**src/rtl/mips_mc_ctrl.sv**
```systemverilog
// Multicycle MIPS control FSM: sequences fetch/decode/execute and drives
// datapath mux and enable controls, with a memory handshake and a trap state.
module mips_mc_ctrl #(
    parameter int ALUCW    = 3,
    parameter int EN_BNE   = 1,
    parameter int EN_ADDI  = 1,
    parameter int WAIT_MAX = 15
) (
    input  logic             clk,
    input  logic             reset,
    input  logic [5:0]       opcode,
    input  logic [5:0]       funct,
    input  logic             zero,
    input  logic             mem_ready,
    output logic             mem_req,
    output logic             iord,
    output logic             memwrite,
    output logic             irwrite,
    output logic             regdst,
    output logic             memtoreg,
    output logic             regwrite,
    output logic             alusrca,
    output logic [1:0]       alusrcb,
    output logic [1:0]       pcsrc,
    output logic [ALUCW-1:0] alucontrol,
    output logic             pcen,
    output logic             illegal,
    output logic             mem_timeout,
    output logic [3:0]       state_o
);

    typedef enum logic [3:0] {
        FETCH  = 4'd0,
        DECODE = 4'd1,
        MEMADR = 4'd2,
        MEMRD  = 4'd3,
        MEMWB  = 4'd4,
        MEMWR  = 4'd5,
        EXEC   = 4'd6,
        ALUWB  = 4'd7,
        BRANCH = 4'd8,
        ADDIEX = 4'd9,
        ADDIWB = 4'd10,
        JUMP   = 4'd11,
        TRAP   = 4'd12
    } state_t;

    localparam logic [5:0] OP_RTYPE = 6'b000000;
    localparam logic [5:0] OP_LW    = 6'b100011;
    localparam logic [5:0] OP_SW    = 6'b101011;
    localparam logic [5:0] OP_BEQ   = 6'b000100;
    localparam logic [5:0] OP_BNE   = 6'b000101;
    localparam logic [5:0] OP_ADDI  = 6'b001000;
    localparam logic [5:0] OP_J     = 6'b000010;

    localparam logic [ALUCW-1:0] ALU_ADD = ALUCW'(3'b010);
    localparam logic [ALUCW-1:0] ALU_SUB = ALUCW'(3'b110);
    localparam logic [ALUCW-1:0] ALU_AND = ALUCW'(3'b000);
    localparam logic [ALUCW-1:0] ALU_OR  = ALUCW'(3'b001);
    localparam logic [ALUCW-1:0] ALU_SLT = ALUCW'(3'b111);

    // Counter is wide enough to hold WAIT_MAX; WLAST is the count at
    // which one more wait cycle means the access has timed out.
    localparam int CW = (WAIT_MAX > 0) ? $clog2(WAIT_MAX + 1) : 1;
    localparam logic [CW-1:0] WSAT  = CW'(WAIT_MAX);
    localparam logic [CW-1:0] WLAST = (WAIT_MAX > 0) ? CW'(WAIT_MAX - 1) : '0;

    state_t          state;
    state_t          next_state;
    logic [CW-1:0]   wait_cnt;
    logic            ill_q;
    logic            to_q;
    logic            timeout_hit;

    logic            c_mem_req;
    logic            c_iord;
    logic            c_memwrite;
    logic            c_irwrite;
    logic            c_regdst;
    logic            c_memtoreg;
    logic            c_regwrite;
    logic            c_alusrca;
    logic [1:0]      c_alusrcb;
    logic [1:0]      c_pcsrc;
    logic [ALUCW-1:0] c_alu;
    logic            c_pcwrite;
    logic            c_branch;
    logic            c_branchne;
    logic            c_pcen;

    // State register
    always_ff @(posedge clk or posedge reset) begin
        if (reset) state <= FETCH;
        else       state <= next_state;
    end

    // Next-state and Moore control decode, plus the memory timeout check
    always_comb begin
        next_state  = state;
        c_mem_req   = 1'b0;
        c_iord      = 1'b0;
        c_memwrite  = 1'b0;
        c_irwrite   = 1'b0;
        c_regdst    = 1'b0;
        c_memtoreg  = 1'b0;
        c_regwrite  = 1'b0;
        c_alusrca   = 1'b0;
        c_alusrcb   = 2'b00;
        c_pcsrc     = 2'b00;
        c_alu       = '0;
        c_pcwrite   = 1'b0;
        c_branch    = 1'b0;
        c_branchne  = 1'b0;
        timeout_hit = 1'b0;
        unique case (state)
            FETCH: begin
                c_mem_req = 1'b1;
                c_alusrcb = 2'b01;
                c_alu     = ALU_ADD;
                c_irwrite = mem_ready;
                c_pcwrite = mem_ready;
                if (mem_ready) next_state = DECODE;
            end
            DECODE: begin
                c_alusrcb = 2'b11;
                c_alu     = ALU_ADD;
                unique case (1'b1)
                    (opcode == OP_LW) || (opcode == OP_SW):
                        next_state = MEMADR;
                    (opcode == OP_RTYPE):
                        next_state = EXEC;
                    (opcode == OP_BEQ):
                        next_state = BRANCH;
                    (opcode == OP_BNE) && (EN_BNE != 0):
                        next_state = BRANCH;
                    (opcode == OP_ADDI) && (EN_ADDI != 0):
                        next_state = ADDIEX;
                    (opcode == OP_J):
                        next_state = JUMP;
                    default:
                        next_state = TRAP;
                endcase
            end
            MEMADR: begin
                c_alusrca  = 1'b1;
                c_alusrcb  = 2'b10;
                c_alu      = ALU_ADD;
                next_state = (opcode == OP_SW) ? MEMWR : MEMRD;
            end
            MEMRD: begin
                c_mem_req = 1'b1;
                c_iord    = 1'b1;
                if (mem_ready) next_state = MEMWB;
            end
            MEMWB: begin
                c_memtoreg = 1'b1;
                c_regwrite = 1'b1;
                next_state = FETCH;
            end
            MEMWR: begin
                c_mem_req  = 1'b1;
                c_iord     = 1'b1;
                c_memwrite = 1'b1;
                if (mem_ready) next_state = FETCH;
            end
            EXEC: begin
                c_alusrca  = 1'b1;
                next_state = ALUWB;
                unique case (funct)
                    6'b100000: c_alu = ALU_ADD;
                    6'b100010: c_alu = ALU_SUB;
                    6'b100100: c_alu = ALU_AND;
                    6'b100101: c_alu = ALU_OR;
                    6'b101010: c_alu = ALU_SLT;
                    default:   next_state = TRAP;
                endcase
            end
            ALUWB: begin
                c_regdst   = 1'b1;
                c_regwrite = 1'b1;
                next_state = FETCH;
            end
            BRANCH: begin
                c_alusrca  = 1'b1;
                c_alu      = ALU_SUB;
                c_pcsrc    = 2'b01;
                c_branch   = (opcode == OP_BEQ);
                c_branchne = (opcode == OP_BNE) && (EN_BNE != 0);
                next_state = FETCH;
            end
            ADDIEX: begin
                c_alusrca  = 1'b1;
                c_alusrcb  = 2'b10;
                c_alu      = ALU_ADD;
                next_state = ADDIWB;
            end
            ADDIWB: begin
                c_regwrite = 1'b1;
                next_state = FETCH;
            end
            JUMP: begin
                c_pcsrc    = 2'b10;
                c_pcwrite  = 1'b1;
                next_state = FETCH;
            end
            default: begin
                next_state = TRAP;
            end
        endcase
        // The last allowed wait cycle elapsing overrides any other successor.
        if ((WAIT_MAX != 0) && c_mem_req && !mem_ready && (wait_cnt == WLAST)) begin
            timeout_hit = 1'b1;
            next_state  = TRAP;
        end
    end

    // Memory wait counter: restarts with each new state, saturates
    always_ff @(posedge clk or posedge reset) begin
        if (reset)
            wait_cnt <= '0;
        else if (next_state != state)
            wait_cnt <= '0;
        else if (c_mem_req && !mem_ready && (wait_cnt != WSAT))
            wait_cnt <= wait_cnt + 1'b1;
    end

    // Sticky trap and timeout flags, cleared only by reset
    always_ff @(posedge clk or posedge reset) begin
        if (reset) begin
            ill_q <= 1'b0;
            to_q  <= 1'b0;
        end else begin
            if (next_state == TRAP) ill_q <= 1'b1;
            if (timeout_hit)        to_q  <= 1'b1;
        end
    end

    assign c_pcen = c_pcwrite | (c_branch & zero) | (c_branchne & ~zero);

    // Reset gates every output combinationally so an in-flight access
    // (in particular a store) is withdrawn the moment reset rises.
    assign mem_req     = c_mem_req  & ~reset;
    assign iord        = c_iord     & ~reset;
    assign memwrite    = c_memwrite & ~reset;
    assign irwrite     = c_irwrite  & ~reset;
    assign regdst      = c_regdst   & ~reset;
    assign memtoreg    = c_memtoreg & ~reset;
    assign regwrite    = c_regwrite & ~reset;
    assign alusrca     = c_alusrca  & ~reset;
    assign alusrcb     = reset ? 2'b00 : c_alusrcb;
    assign pcsrc       = reset ? 2'b00 : c_pcsrc;
    assign alucontrol  = reset ? '0 : c_alu;
    assign pcen        = c_pcen     & ~reset;
    assign illegal     = ill_q      & ~reset;
    assign mem_timeout = to_q       & ~reset;
    assign state_o     = reset ? 4'd0 : state;

endmodule
```
**config.mk**
```make
export PLATFORM = sky130hd
export DESIGN_NAME = mips_mc_ctrl
export DESIGN_NICKNAME = d
export VERILOG_FILES = /design/src/rtl/mips_mc_ctrl.sv
export SDC_FILE = /design/constraint.sdc
export NUM_CORES = 1
export LEC_CHECK = 0
export CORE_UTILIZATION = 43
export CTS_BUF_LIST = sky130_fd_sc_hd__clkbuf_4 sky130_fd_sc_hd__clkbuf_8
export CTS_CLUSTER_DIAMETER = 60
export DETAILED_ROUTE_END_ITERATION = 16
export PLACE_DENSITY = 0.79
export SETUP_SLACK_MARGIN = 0.4
export SYNTH_ARGS = -nofsm -noshare
export SYNTH_HDL_FRONTEND = slang
export SYNTH_SLANG_ARGS = --single-unit
```
**constraint.sdc**
```tcl
create_clock -name clk -period 1.87 [get_ports clk]
set_input_delay 0.374 -clock clk [delete_from_list [all_inputs] [get_ports clk]]
set_output_delay 0.374 -clock clk [all_outputs]
set_load 0.05 [all_outputs]
```
==> results of run 1 <==
## cell families after synthesis
kind of cell | after synthesis
buffers and inverters | 11
adders and majority gates | 2
DFF | 10
muxes | 2
AOI/OAI and AO/OA | 35
and+or+nand+nor | 79
xor gates and xnor gates | 5
## stage by stage
stage	cell area (um2)	utilization, %
detailed placement	2380	96.2
global placement	2380	96.2
floorplan	1360	-
==> metrics.txt, run 1 <==
Yosys top cell by area dfrtp_1; I/O Pins 38; cts hold-fix bufs 0; CTS Buf Count 3; clock sink total 10; Synthesized Nets approximately 160; Failed at 4_1_cts; Starting Density a little under half; Placed Cells about 270; die width 53.3 um; stop err [ERROR DPL-0038] Utilization greater than 100%, impossible to legalize; Syn Area/Cell 7.85 um2; compound-cell area share of the yosys netlist about a quarter; pre-CTS WS -0.737 ns; Post-Synth Simple-Gate Area 42.1%; post-synthesis sequential area ratio between 20% and 30%; HPWL Detailed 4360 um; Synth warnings 0; synth top area cells dfrtp_1 (22%), nor2_1 (4.7%), nor2b_1 (3.9%), nand3_1 (3.5%), nand2_1 (3.3%); status stopped before the end; Post-CTS Setup Repair Bufs 31; Mapped Area between 1000 and 1500 um2; Root Buffer Master clkbuf_4; mux cell area share after synthesis between 1.5 and 2%; row cnt 18; Port Buffers 37; GP Congestion about 0.86; die height 53.3 um; XOR/XNOR Fraction of Synth Area 3.88%; Syn Inst Count between 100 and 150; Synth top area share between 20% and 30%; Yosys reg bits 10; Post-Synth Adder-Cell Area ~2.2%; combinational family with the most area after synthesis simple AND/OR/NAND/NOR gates; Most used DFF post-synth dfrtp_1; Bufs on Longest Clock Path 2; Async S/R FF share, synth between 90% and 100%; Synth cell types 51; H-tree depth 1; count leader, synth nor2_1; post-cts resize count around 110; Post-synth EDFFs 0; Synth top cells by count nor2_1 (14), dfrtp_1 (10), nand2_1 (10)
==> run 2: changes to the inputs <==
==> config.mk (replaced) <==
export PLATFORM = sky130hd
export DESIGN_NAME = mips_mc_ctrl
export DESIGN_NICKNAME = d
export VERILOG_FILES = /design/src/rtl/mips_mc_ctrl.sv
export SDC_FILE = /design/constraint.sdc
export NUM_CORES = 1
export LEC_CHECK = 0
export CORE_AREA = 2 2 63 65
export DETAILED_ROUTE_END_ITERATION = 16
export DIE_AREA = 0 0 65 67
export PLACE_DENSITY_LB_ADDON = 0.15
export SYNTH_ARGS = -nofsm -noshare
export SYNTH_HDL_FRONTEND = slang
export SYNTH_SLANG_ARGS = --single-unit
==> constraint.sdc (replaced) <==
create_clock -name clk -period 2.4 [get_ports clk]
set_input_delay 0.48 -clock clk [delete_from_list [all_inputs] [get_ports clk]]
set_output_delay 0.48 -clock clk [all_outputs]
set_load 0.05 [all_outputs]
==> run 2 against run 1 <==
The run now ends clean. Area after synthesis unchanged. Synthesized cell count unchanged.
==> metrics.txt, run 2 <==
status finished clean (was stopped before the end); core area between 3000 and 4000 um2; CP Data Arrival Time about 1.9 ns; worst flop-to-flop path startpoint state[0]$_DFF_PP0_; Port Buffers 37 (unchanged); DR iter-0 viols 33; post-route insts no fill around 260; clock sink total 10 (unchanged); Setup TNS 0 ns; number of routed nets with antenna violations 0; count leader, synth nor2_1 (unchanged); pwr/cell area 1040 nW/um2; Post-Synth Simple-Gate Area 42.1% (unchanged); GP Congestion 0.856 (was 0.862); Synth top area share 22.1% (unchanged); Register-to-Register Path Depth 6; CP Class in2out; most frequent cells in the layout buf_4 (29), buf_12 (21), nor2_1 (13), nand2_1 (10), clkdlybuf4s50_1 (10); Final Max Slew Viols 0; Post-CTS Setup Repair Bufs 0 (was 31); Most used DFF post-synth dfrtp_1 (unchanged); worst hold path class in2async; capturing point of the worst reg2reg path wait_cnt[2]$_DFFE_PP0P_; Post-synth EDFFs 0 (unchanged); 1st-pass router iterations 4; hold_ws roughly 0.37 ns; Synthesized Nets 162 (unchanged); Post-Synth Adder-Cell Area 2.21% (unchanged); n_diodes 0; final setup vio count 0; CTS tree yes; fin util 58.8%; compound-cell area share of the yosys netlist 23.4% (unchanged); Final #Nets between 200 and 250; Root Buffer Master clkbuf_8 (was clkbuf_4); Synth warnings 0 (unchanged); Bufs on Longest Clock Path 2 (unchanged); drc violations 0; Yosys reg bits 10 (unchanged); wire length per cell ~15 um; Yosys top cell by area dfrtp_1 (unchanged); fin area about 2100 um2; pre-CTS WS -0.237 ns (was -0.737 ns); GRT Util Overall 18.2%; worst path cell trace clkdlybuf4s50_1 -> buf_4 -> xnor2_1 -> nor3_4 -> a211o_1 -> buf_6; critical path buffer and inverter count 3; vias in the first global route 1,376; Mapped Area 1130 um2 (unchanged); slew margin rel. between 70% and 80%; I/O Pins 38 (unchanged); Placed Cells 251 (was 265); DRT Wirelength 3740 um; CTS Buf Count 3 (unchanged); clock skew roughly 0.0023 ns; startpoint types input port; Starting Density 31.3% (was 45.6%); max_cap viols 0; GR Overflow Total 0; first-pass GRT wire length between 6000 and 7000 um; Worst Max-Slew Pin Slew ~0.42 ns; min cycle time layout 2.34 ns; fin worst setup slack 0.0613 ns; CP max FO 5; Synth top cells by count nor2_1 (14), dfrtp_1 (10), nand2_1 (10) (unchanged); clk_lat worst skew about 0.23 ns; final worst path period share 97.4%; mux cell area share after synthesis 1.77% (unchanged); worst stage delay on the critical path 0.47 ns; post-synthesis sequential area ratio 22.1% (unchanged); VDD IR max ~750 uV; reg-to-reg slack, setup ~0.22 ns; antenna violations before repair 0; final hold viol count 0; Final Power 2.21 mW; row cnt 22 (was 18); vias 1,382; full die area between 4000 and 5000 um2; Top Registers state (4), wait_cnt (4); Avg Vias per Cell between 5 and 6; commonest non-fill, non-tap cell in the layout buf_4; Peak Freq 0.428 GHz; H-tree depth 1 (unchanged); HPWL Detailed 2990 um (was 4360 um); die width 65 um (was 53.3 um); largest net degree at the start of global routing 17; area grow syn2layout 87.8%; Syn Inst Count 144 (unchanged); Post-DP Area 2000 um2 (was 2380 um2); Syn Area/Cell 7.85 um2 (unchanged); synth top area cells dfrtp_1 (22%), nor2_1 (4.7%), nor2b_1 (3.9%), nand3_1 (3.5%), nand2_1 (3.3%) (unchanged); Worst setup EP type output port; Synth cell types 51 (unchanged); leakage power total between 0.9 and 1 nW; unrepaired setup endpoints after global routing false; clock-pin slew on the worst setup and hold paths 0.05 ns; CP max stage cell clkdlybuf4s50_1; combinational family with the most area after synthesis simple AND/OR/NAND/NOR gates (unchanged); XOR/XNOR Fraction of Synth Area 3.88% (unchanged); die height 67 um (was 53.3 um); kind of cell adding the most delay to the critical path buffers and inverters; Req. time, crit path ~1.9 ns; share of layout cells above drive strength 1 roughly two fifths; Async S/R FF share, synth 100% (unchanged)
==> run 2: cell counts after synthesis <==
Identical to the previous run, type by type.
==> run 2: worst max-delay path by stage <==
stage                       startpoint                       to  cells after the start
floorplan           state[0]$_DFF_PP0_                     pcen                      4
global placement             opcode[1]  wait_cnt[1]$_DFFE_PP0P_                      7
detailed placement           opcode[1]  wait_cnt[2]$_DFFE_PP0P_                      7
CTS                          opcode[1]                     pcen                      5
global route                 opcode[0]                     pcen                      6
finish                       opcode[0]                     pcen                      6
==> run 2: tightest hold or removal path, stage by stage <==
cell and delay [ns]:
dlymetal6s2s_1 0.18, inv_1 0.09, buf_4 0.19
==> run 2: per-layer routing <==
layer / track usage (%) / wire (um) / vias up
met5: 0 / 0 / -
li1: - / - / 672
met3: 3.38 / 172 / 2
met1: 21.1 / 1620 / 669
met4: 2.93 / 18 / 0
met2: 34.9 / 1920 / 39
==> run 2: what timing repair did <==
action | in CTS | in global routing
hold buffers | 0 | 0
pin swaps | 1 | 11
endpoints found under the setup margin | 3 | 11
resized for setup | 4 | 18
==> run 2: final cells by class <==
class / instances / area (um2)
clock buffers: 4 / 55.1
fillers: 316 / 1480
inverters: 4 / 15.0
multi-input cells: 123 / 926
flip-flops and latches: 10 / 254
well taps: 48 / 60.1
repair buffers: 66 / 812
==> run 2: kinds of logic (layout without fill, tap and decap cells) <==
group           count (synthesis)  after routing
compound gates                 35             35
mux                             2              2
fa+ha+maj                       2              2
xor+xnor                        5              5
simple gates                   79             79
buf+inv                        11             74
flops                          10             10
==> run 2: where the power goes <==
group / switching (mW) / internal [mW] / total, mW / leakage [nW]
registers: 0.126 / 0.215 / 0.341 / 0.127
clock network: 0.0613 / 0.144 / 0.205 / 0.0288
logic: 0.894 / 0.768 / 1.66 / 0.778
No activity file was read; power rests on OpenSTA's default activity.
==> run 3: changes to the inputs <==
--- a/config.mk
+++ b/config.mk
@@ -9,6 +9,7 @@
 export DETAILED_ROUTE_END_ITERATION = 16
 export DIE_AREA = 0 0 65 67
 export PLACE_DENSITY_LB_ADDON = 0.15
+export SKIP_CTS_REPAIR_TIMING = 1
 export SYNTH_ARGS = -nofsm -noshare
 export SYNTH_HDL_FRONTEND = slang
 export SYNTH_SLANG_ARGS = --single-unit
==> run 3 against run 2 <==
Setup slack barely moved. Non-clock buffer count did not move. Register-to-register slack barely moved. Hold slack got worse by 0.0024 ns. Cell count did not move. Maximum frequency barely moved. Clock power barely moved. Largest cell class unchanged.
==> metrics.txt, run 3 (synthesis results as in run 2) <==
status finished clean (unchanged); vias 1,403 (was 1,382); final worst path period share 97.4% (about the same); Root Buffer Master clkbuf_8 (unchanged); vias in the first global route 1,378 (was 1,376); Top Registers state (4), wait_cnt (4) (unchanged); die height 67 um (unchanged); fin worst setup slack 0.0613 ns (about the same); worst path cell trace clkdlybuf4s50_1 -> buf_4 -> xnor2_1 -> nor3_4 -> a211o_1 -> buf_6 (unchanged); pre-CTS WS -0.237 ns (unchanged); clk_lat worst skew 0.23 ns (about the same); fin area 2110 um2 (was 2120 um2); fin util 58.5% (was 58.8%); CP max FO 5 (unchanged); HPWL Detailed 2990 um (unchanged); GP Congestion 0.856 (unchanged); most frequent cells in the layout buf_4 (29), buf_12 (21), nor2_1 (13), nand2_1 (10), clkdlybuf4s50_1 (10) (unchanged); CP Class in2out (unchanged); I/O Pins 38 (unchanged); CP Data Arrival Time 1.86 ns (about the same); worst stage delay on the critical path 0.47 ns (about the same); net switching power 1.07 mW (was 1.08 mW); number of fillers in the final layout 318 (was 316); CTS Buf Count 3 (unchanged); antenna violations before repair 0 (unchanged); internal power 1.12 mW (was 1.13 mW); first-pass GRT wire length 6180 um (was 6300 um); CP max stage cell clkdlybuf4s50_1 (unchanged); startpoint types input port (unchanged); Bufs on Longest Clock Path 2 (unchanged); slew margin rel. 71.1% (was 71.5%); pwr/cell area 1040 nW/um2 (about the same); CTS tree yes (unchanged); kind of cell adding the most delay to the critical path buffers and inverters (unchanged); VDD IR max 731 uV (was 748 uV); H-tree depth 1 (unchanged); Switching Fraction 49.0% (about the same); die width 65 um (unchanged); Worst Max-Slew Pin Slew 0.428 ns (was 0.421 ns); full die area 4360 um2 (unchanged); n_diodes 0 (unchanged); critical path buffer and inverter count 3 (unchanged); clock sink total 10 (unchanged); clock-pin slew on the worst setup and hold paths 0.05 ns (about the same); Final Power 2.19 mW (was 2.21 mW); share of layout cells above drive strength 1 39.6% (was 40.1%); final hold viol count 0 (unchanged); Req. time, crit path 1.92 ns (about the same); wire length per cell 14.7 um (about the same); Starting Density 31.3% (unchanged); number of routed nets with antenna violations 0 (unchanged); Port Buffers 37 (unchanged); largest net degree at the start of global routing 17 (unchanged); Seq pwr share 15.6% (was 15.5%); final setup vio count 0 (unchanged); Peak Freq 0.428 GHz (about the same); Final Max Slew Viols 0 (unchanged); Worst setup EP type output port (unchanged); drc violations 0 (unchanged); Post-DP Area 2000 um2 (unchanged); clock skew 0.00236 ns (was 0.00225 ns); GR Overflow Total 0 (unchanged); DR iter-0 viols 38 (was 33); row cnt 22 (unchanged); core area 3610 um2 (unchanged); 1st-pass router iterations 4 (unchanged); GRT Util Overall 17.9% (was 18.2%); Final #Nets 226 (unchanged); worst hold path class in2async (unchanged); min cycle time layout 2.34 ns (about the same); leakage power total 0.932 nW (was 0.934 nW); Logic pwr share 74.9% (was 75.2%); commonest non-fill, non-tap cell in the layout buf_4 (unchanged); Avg Vias per Cell 5.50 (was 5.42); area grow syn2layout 86.7% (was 87.8%); DRT Wirelength 3750 um (was 3740 um); clock share of power 9.5% (was 9.3%); max_cap viols 0 (unchanged)
[run 3: worst reg2reg max path, stage by stage, from the launching register on]
cell,delay (ns)
dfrtp_2,0.50
buf_4,0.19
o21bai_1,0.26
o2111a_1,0.31
a21oi_1,0.11
o21ai_1,0.17
a31oi_2,0.20
nor4_4,0.33
[run 3: layout make-up]
cell class / count / area [um2] / area share [%]
Clock buffer: 4 / 55.1 / 2.61
Inverter: 4 / 15.0 / 0.712
Multi-Input combinational cell: 123 / 913 / 43.3
Sequential cell: 10 / 254 / 12.0
Tap cell: 48 / 60.1 / 2.85
Timing Repair Buffer: 66 / 812 / 38.5
[run 3: final timing paths]
check	start	end	cells past startpoint	slack (ns)
setup / recovery	opcode[0]	pcen	6	0.06
hold / removal	reset	to_q$_DFFE_PP0P_	3	0.36
setup reg to reg	state[1]$_DFF_PP0_	wait_cnt[2]$_DFFE_PP0P_	7	0.23
hold reg to reg	to_q$_DFFE_PP0P_	to_q$_DFFE_PP0P_	1	0.46
max in group asynchronous	reset	state[2]$_DFF_PP0_	3	1.88
min in group clk	to_q$_DFFE_PP0P_	to_q$_DFFE_PP0P_	1	0.46
[run 3: power groups by stage]
| stage | sequential, mW | clock, mW | combinational, mW |
|---|---|---|---|
| 2_1_floorplan | 0.251 | 0 | 0.954 |
| 3_3_place_gp | 0.326 | 0 | 1.54 |
| 3_5_place_dp | 0.329 | 0 | 1.57 |
| 4_1_cts | 0.327 | 0.211 | 1.59 |
| 5_1_grt | 0.350 | 0.225 | 1.73 |
| 6_report | 0.341 | 0.207 | 1.64 |
[run 3: stage by stage]
| step | setup TNS, ns | hold WS, ns | instances |
|---|---|---|---|
| 2_1_floorplan | -0.462 | 0.328 | 144 |
| 3_3_place_gp | -0.759 | 0.451 | 251 |
| 3_5_place_dp | -1.18 | 0.457 | 251 |
| 4_1_cts | -0.263 | 0.468 | 255 |
| 5_1_grt | -0.0119 | 0.403 | 255 |
| 6_report | 0 | 0.365 | 255 |
[run 3: metal layers]
metal	global-route usage, %	wire (um)	vias to the layer above
li1	-	-	673
met1	20.4	1630	684
met2	34.1	1920	44
met3	3.72	180	2
met4	3.19	18	0
met5	0	0	-
